File: config.mk
export PLATFORM = sky130hd
export DESIGN_NAME = ahb_decoder
export DESIGN_NICKNAME = d
export VERILOG_FILES = /design/src/rtl/ahb_pkg.sv /design/src/rtl/ahb_default_slave.sv /design/src/rtl/ahb_decoder.sv
export SDC_FILE = /design/constraint.sdc
export NUM_CORES = 1
export LEC_CHECK = 0
export ABC_AREA = 1
export BUFFER_PORTS_ARGS = -buffer_cell sky130_fd_sc_hd__buf_2
export CAP_MARGIN = 20
export CORE_MARGIN = 2
export CORE_UTILIZATION = 29
export CTS_CLUSTER_DIAMETER = 120
export DETAILED_ROUTE_END_ITERATION = 6
export GPL_TIMING_DRIVEN = 0
export MAX_ROUTING_LAYER = met4
export PLACE_DENSITY_LB_ADDON = 0.12
export RECOVER_POWER = 25
export REMOVE_ABC_BUFFERS = 1
export SETUP_SLACK_MARGIN = 0.2
export SYNTH_ARGS = -nofsm -noshare
export SYNTH_HDL_FRONTEND = slang
export SYNTH_SLANG_ARGS = --single-unit
File: constraint.sdc
create_clock -name hclk -period 1.4 [get_ports hclk]
set_input_delay 0.21 -clock hclk [delete_from_list [all_inputs] [get_ports hclk]]
set_output_delay 0.21 -clock hclk [all_outputs]
set_load 0.005 [all_outputs]
File: src/rtl/ahb_pkg.sv
// Shared AHB constants, default memory map and default-slave state encoding.
// Pure declarations; no logic, no latency.
package ahb_pkg;

    localparam logic [1:0] HTRANS_IDLE   = 2'b00;
    localparam logic [1:0] HTRANS_BUSY   = 2'b01;
    localparam logic [1:0] HTRANS_NONSEQ = 2'b10;
    localparam logic [1:0] HTRANS_SEQ    = 2'b11;

    localparam logic HRESP_OKAY  = 1'b0;
    localparam logic HRESP_ERROR = 1'b1;

    localparam logic [31:0] MAP_S1_BASE = 32'h0000_0000;
    localparam logic [31:0] MAP_S1_MASK = 32'hF000_0000;
    localparam logic [31:0] MAP_S2_BASE = 32'h1000_0000;
    localparam logic [31:0] MAP_S2_MASK = 32'hF000_0000;
    localparam logic [31:0] MAP_S3_BASE = 32'h2000_0000;
    localparam logic [31:0] MAP_S3_MASK = 32'hF000_0000;

    localparam logic [1:0] SEL_S1      = 2'b00;
    localparam logic [1:0] SEL_S2      = 2'b01;
    localparam logic [1:0] SEL_S3      = 2'b10;
    localparam logic [1:0] SEL_DEFAULT = 2'b11;

    typedef enum logic [1:0] {
        DS_OK   = 2'd0,
        DS_ERR1 = 2'd1,
        DS_ERR2 = 2'd2
    } ds_state_e;

    function automatic logic region_hit(input logic [31:0] addr,
                                        input logic [31:0] base,
                                        input logic [31:0] mask);
        return (addr & mask) == base;
    endfunction

endpackage

File: src/rtl/ahb_default_slave.sv
// Default slave for unmapped addresses: two-cycle ERROR for active transfers, zero-wait OKAY otherwise.
// Response follows the triggering address phase by one clock; hreadyout_4 low in the first error cycle.
module ahb_default_slave
    import ahb_pkg::*;
(
    input  logic        hclk,
    input  logic        hreset,
    input  logic        trigger,
    output logic [31:0] hrdata_4,
    output logic        hreadyout_4,
    output logic        hresp_4
);

    ds_state_e state_q;
    ds_state_e state_d;

    always_ff @(posedge hclk) begin
        if (hreset) begin
            state_q <= DS_OK;
        end else begin
            state_q <= state_d;
        end
    end

    always_comb begin
        state_d     = state_q;
        hreadyout_4 = 1'b1;
        hresp_4     = HRESP_OKAY;
        hrdata_4    = 32'h0;
        case (state_q)
            DS_OK: begin
                if (trigger) begin
                    state_d = DS_ERR1;
                end
            end
            DS_ERR1: begin
                hreadyout_4 = 1'b0;
                hresp_4     = HRESP_ERROR;
                state_d     = DS_ERR2;
            end
            DS_ERR2: begin
                hresp_4 = HRESP_ERROR;
                state_d = trigger ? DS_ERR1 : DS_OK;
            end
            default: begin
                state_d = DS_OK;
            end
        endcase
    end

endmodule

File: src/rtl/ahb_decoder.sv
// AHB address decoder with priority S1 > S2 > S3 and a data-phase mux select register.
// hsel_n combinational; sel lags the address phase by one clock and holds while hready is low.
module ahb_decoder
    import ahb_pkg::*;
#(
    parameter logic [31:0] S1_BASE = MAP_S1_BASE,
    parameter logic [31:0] S1_MASK = MAP_S1_MASK,
    parameter logic [31:0] S2_BASE = MAP_S2_BASE,
    parameter logic [31:0] S2_MASK = MAP_S2_MASK,
    parameter logic [31:0] S3_BASE = MAP_S3_BASE,
    parameter logic [31:0] S3_MASK = MAP_S3_MASK
) (
    input  logic        hclk,
    input  logic        hreset,
    input  logic [31:0] haddr,
    input  logic [1:0]  htrans,
    input  logic        hready,
    output logic        hsel_1,
    output logic        hsel_2,
    output logic        hsel_3,
    output logic [1:0]  sel,
    output logic [31:0] hrdata_4,
    output logic        hreadyout_4,
    output logic        hresp_4
);

    logic       hit_1;
    logic       hit_2;
    logic       hit_3;
    logic [1:0] next_idx;
    logic       xfer_active;
    logic       ds_trigger;
    logic [1:0] sel_q;
    logic [1:0] sel_d;

    always_comb begin
        hit_1    = region_hit(haddr, S1_BASE, S1_MASK);
        hit_2    = region_hit(haddr, S2_BASE, S2_MASK);
        hit_3    = region_hit(haddr, S3_BASE, S3_MASK);
        hsel_1   = hit_1;
        hsel_2   = hit_2 & ~hit_1;
        hsel_3   = hit_3 & ~hit_1 & ~hit_2;
        next_idx = SEL_DEFAULT;
        if (hit_1) begin
            next_idx = SEL_S1;
        end else if (hit_2) begin
            next_idx = SEL_S2;
        end else if (hit_3) begin
            next_idx = SEL_S3;
        end
    end

    // IDLE and BUSY never reach the error path; they get a zero-wait OKAY.
    always_comb begin
        xfer_active = (htrans == HTRANS_NONSEQ) || (htrans == HTRANS_SEQ);
        ds_trigger  = hready && (next_idx == SEL_DEFAULT) && xfer_active;
    end

    always_comb begin
        sel_d = sel_q;
        if (hready) begin
            sel_d = next_idx;
        end
    end

    always_ff @(posedge hclk) begin
        if (hreset) begin
            sel_q <= SEL_DEFAULT;
        end else begin
            sel_q <= sel_d;
        end
    end

    assign sel = sel_q;

    ahb_default_slave u_default_slave (
        .hclk        (hclk),
        .hreset      (hreset),
        .trigger     (ds_trigger),
        .hrdata_4    (hrdata_4),
        .hreadyout_4 (hreadyout_4),
        .hresp_4     (hresp_4)
    );

endmodule

After elaboration in Yosys (flattened, before gate mapping)
Cells that the tools add are included.
Word-level totals
  register bits: 4
  bits of input ports: 37
  output and inout bits: 39
  logic and storage cells: 29
Operators by class
  equality and inequality tests: 8
  multiplexer cells: 8
  bitwise gates (word level): 5
  reduce and logical (&&, ||, !) cells: 6
Operator list (number)
  32-bit logical NOT: 1
  2-bit equality test, second input constant: 4
  2-bit two-way mux: 3
  2-bit one-hot mux with 3 select lines: 1
  4-bit by 1-bit equality test with 1-bit output, second input constant: 1
  4-bit by 2-bit equality test with 1-bit output, second input constant: 1
  1-bit two-way mux: 4
  1-bit bitwise AND: 3
  2-bit by 1-bit equality test with 1-bit output, second input constant: 1
  1-bit logical AND: 2
  2-bit logical NOT: 1
  2-bit by 1-bit != test with 1-bit output, second input constant: 1
  1-bit inverter: 2
  2-bit OR reduction: 1
  1-bit logical OR: 1

Longest topological paths before layout
  depth after elaboration: 9
  gate-level depth with buffers: 6
  depth with buffers taken out: 6

Cells and area by module
Synthesis repeated with hierarchy kept, for this count alone.
Second synthesis, totals
  cells, all modules: 75
  area total of the unflattened synthesis: 529.3 um^2
Modules (own cells, without submodules)
  ahb_default_slave: times used 1, cells each 55, area an instance 411.6 um^2, seq. area each 40.0 um^2
  ahb_decoder: times used 1, cells each 20, area an instance 117.6 um^2, seq. area each 40.0 um^2

Worst setup path after synthesis
Ideal clock, no wire load.
  path kind: flip-flop to flip-flop
  start point: register u_default_slave.state_q[0]
  end point: register u_default_slave.state_q[0]
  library setup time: 0.116 ns
  arrival time: 0.938 ns
  data required time: 1.284 ns
  setup slack: 0.346 ns
  cell stages (with the launch flop): 7
  path buffers: 0
  period minus slack after synthesis: 1.054 ns
  cells stage by stage: dfxtp_1 -> inv_1 -> ha_1 -> nor2_1 -> nor2_1 -> nand4_1 -> a21oi_1
Between the ends
  word-level cells in the longest chain between the ends: 2
  elaborated cells between the ends (all ways): 5
  those cells by class: eq/ne (3); mux (1); reduce/logical (1)
RTL lines
  from (decl): line ahb_default_slave.sv:14  | ds_state_e state_q;
  from (signal assigned): line ahb_default_slave.sv:21  | state_q <= state_d;
  2-bit equality test, or another cell as far along: line ahb_default_slave.sv:30  | case (state_q)
  2-bit one-hot mux with 3 select lines / 2-bit by 1-bit != test with 1-bit output (equally long branches)
Parallel ways exist; a longest one is shown, timed or not.
A chain may end at the register's enable or synchronous reset.

Worst setup path in the final report
  start point: register u_default_slave.state_q[0]
  end point: output hresp_4
Between the ends
  word-level cells in the longest chain between the ends: 3
  elaborated cells between the ends (all ways): 4
  those cells by class: eq/ne (2); mux (1); reduce/logical (1)
RTL lines
  2-bit by 1-bit equality test with 1-bit output / 2-bit equality test (equally long branches): line ahb_default_slave.sv:30
  2-bit OR reduction (no line) (*)
  1-bit two-way mux (*): line ahb_default_slave.sv:30
  to (decl): line ahb_decoder.sv:24  | output logic hresp_4
Every way passes the cells marked *; elsewhere a longest branch is shown, timed or not.

==> results.sh <==
export IMPL_start_util=0.306
export IMPL_wl_per_cell_um=6.68
export IMPL_area_growth_pct=11.1
export IMPL_io_buffers=14
export IMPL_cts_root_buf="clkbuf_4"
export IMPL_p_leak_nw=0.344
export IMPL_gp_congestion=0.702
export IMPL_yosys_warnings=0
export IMPL_hold_class="in2reg"
export IMPL_finalHoldViolCount=0
export IMPL_cp_start_kind="register"
export IMPL_cts_hold_fix_buffers=0
export IMPL_dp_hpwl_um=613
export IMPL_slew_viol_final=0
export IMPL_cap_violations=0
export IMPL_regArea_um2=85.1
export IMPL_final_nets=136
export IMPL_rsz0062_at_grt="true"
export IMPL_cp_max_fo=3
export IMPL_yosys_cell_types_count=14
export IMPL_skew_ns=0.0000313
export IMPL_synth_seq_area_share=0.152
export IMPL_worstPathArrival_ns=0.96
export IMPL_endpoint_kind="output port"
export IMPL_max_freq_mhz=852
export IMPL_power_w=0.000447
export IMPL_die_w_um=46.7
export IMPL_fp_row_count=15
export IMPL_cts_tree="yes"
export IMPL_grt_overflow_total=0
export IMPL_nFillCells=201
export IMPL_clk_path_buf_depth=2
export IMPL_vias=384
export IMPL_numClockSinks=4
export IMPL_post_route_period_util=0.838
export IMPL_track_usage=0.0777
export IMPL_ant_nets=0
export IMPL_first_pass_iters=2
export IMPL_first_global_vias=272
export IMPL_antenna_found_initial=0
export IMPL_worstPathRequired_ns=1.19
export IMPL_grt_pass1_wl_mm=1.07
export IMPL_peakVddDrop_mv=0.387
export IMPL_insertion_delay_ns=0.24
export IMPL_die_h_um=46.7
export IMPL_yosysTopAreaCellShare=0.455
export IMPL_cts_made_buffers=3
export IMPL_powerDensity_nw_per_um2=762
export IMPL_core_um2=1730
export IMPL_htreeDepth=1
export IMPL_multiInputGateArea_um2=310
export IMPL_clk_pin_slew_ns=0.04
export IMPL_drtIter0Drc=4
export IMPL_diodes=0
export IMPL_synth_ff_type="dfxtp_1"
export IMPL_fin_setup_tns_ns=0
export IMPL_drt_total_wl_um=782
export IMPL_outcome="completed"
export IMPL_routed_via_density=3.28
export IMPL_synth_area_leaders="buf_4 (45%), dfxtp_1 (15%), ha_1 (12%), nand2_1 (5.0%), inv_1 (4.3%)"
export IMPL_ys_ff_latch=4
export IMPL_layout_drive_gt1_share=0.337
export IMPL_async_reset_ff_frac=0
export IMPL_syn_area_um2=528
export IMPL_ios=76
export IMPL_synth_edf_count=0
export IMPL_crit_type="reg2out"
export IMPL_setup_viol=0
export IMPL_yosysTopAreaCell="buf_4"
export IMPL_avgSynthCellArea_um2=7.33
export IMPL_route_detailed_drc=0
export IMPL_die_area_um2=2180
export IMPL_grt_max_degree=6
export IMPL_synth_common_cells="buf_4 (32), nand2_1 (7), inv_1 (6), nor2_1 (6), ha_1 (5)"
export IMPL_period_minus_slack_ns=1.17
export IMPL_syn_inst=72
export IMPL_synth_most_common_cell="buf_4"
==> what timing repair did <==
item | in CTS | in global routing
pin swaps | 0 | 0
setup buffers | 2 | 2
endpoints found under the setup margin | 2 | 2
gates resized for setup | 6 | 3
==> cells by family (layout without fill, tap and decap cells) <==
group / count (synthesis) / after routing / synth area share
flops: 4 / 4 / 0.152
simple gates: 18 / 18 / 0.164
fa+ha+maj: 5 / 5 / 0.118
buf+inv: 39 / 28 / 0.505
other cells: 1 / 32 / 0.00710
compound gates: 5 / 5 / 0.0545
==> critical path, cell delays in order (launching register included) <==
cell and delay, ns:
dfxtp_4 0.36, inv_4 0.04, ha_4 0.22, buf_6 0.11
==> sequential cells by signal, indices dropped and copies added, names as in the netlist <==
signal                   count
sel                          2
u_default_slave.state_q      2
==> through the flow <==
stage               cell area, um^2  cells  hold WS, ns  utilization  setup slack, ns
detailed placement              505    110        0.433        0.293            0.233
global placement                505    110        0.429        0.293            0.222
CTS                             561    115        0.166        0.325            0.207
floorplan                       404     71        0.279            -            0.346
global route                    587    117        0.183        0.340            0.192
finish                          587    117        0.177        0.340            0.226
==> metal layers <==
metal / wire length (um) / global-route usage / up-vias
li1: - / - / 197
met1: 310 / 0.0771 / 165
met2: 388 / 0.114 / 22
met3: 83 / 0.0471 / 0
met4: 0 / 0.0500 / 0
met5: 0 / - / -
==> power breakdown <==
group          internal (W)  leakage [nW]  switching [W]
combinational     0.0000819         0.296      0.0000878
clock             0.0000958        0.0138      0.0000462
sequential         0.000126        0.0341     0.00000923
==> path summary, 6_finish.rpt <==
kind,slack [ns],depth (start not counted),end,from
worst max-delay path,0.23,3,hresp_4,u_default_slave.state_q[0]
worst min register to register,0.47,2,sel[0],sel[0]
worst min-delay path,0.18,2,u_default_slave.state_q[0],hreset
worst max register to register,0.33,5,u_default_slave.state_q[0],u_default_slave.state_q[0]
==> cell type report <==
| type | count | area share |
|---|---|---|
| multi-input cells | 60 | 0.529 |
| repair buffers | 18 | 0.181 |
| flip-flops and latches | 4 | 0.145 |
| inverters | 7 | 0.0533 |
| well taps | 25 | 0.0533 |
| clock buffers | 3 | 0.0384 |
==> cells in the final DEF, fill, tap and decap left out, types with 2 or more instances in the layout <==
master	count
nor2_1	6
conb_1	32
dfxtp_1	2
a21oi_1	4
buf_2	13
inv_1	4
clkbuf_4	3
nand3_2	2
ha_1	4
nand2_1	7
buf_4	4
inv_4	2
Note: power is estimated with default switching activity, not from simulation.
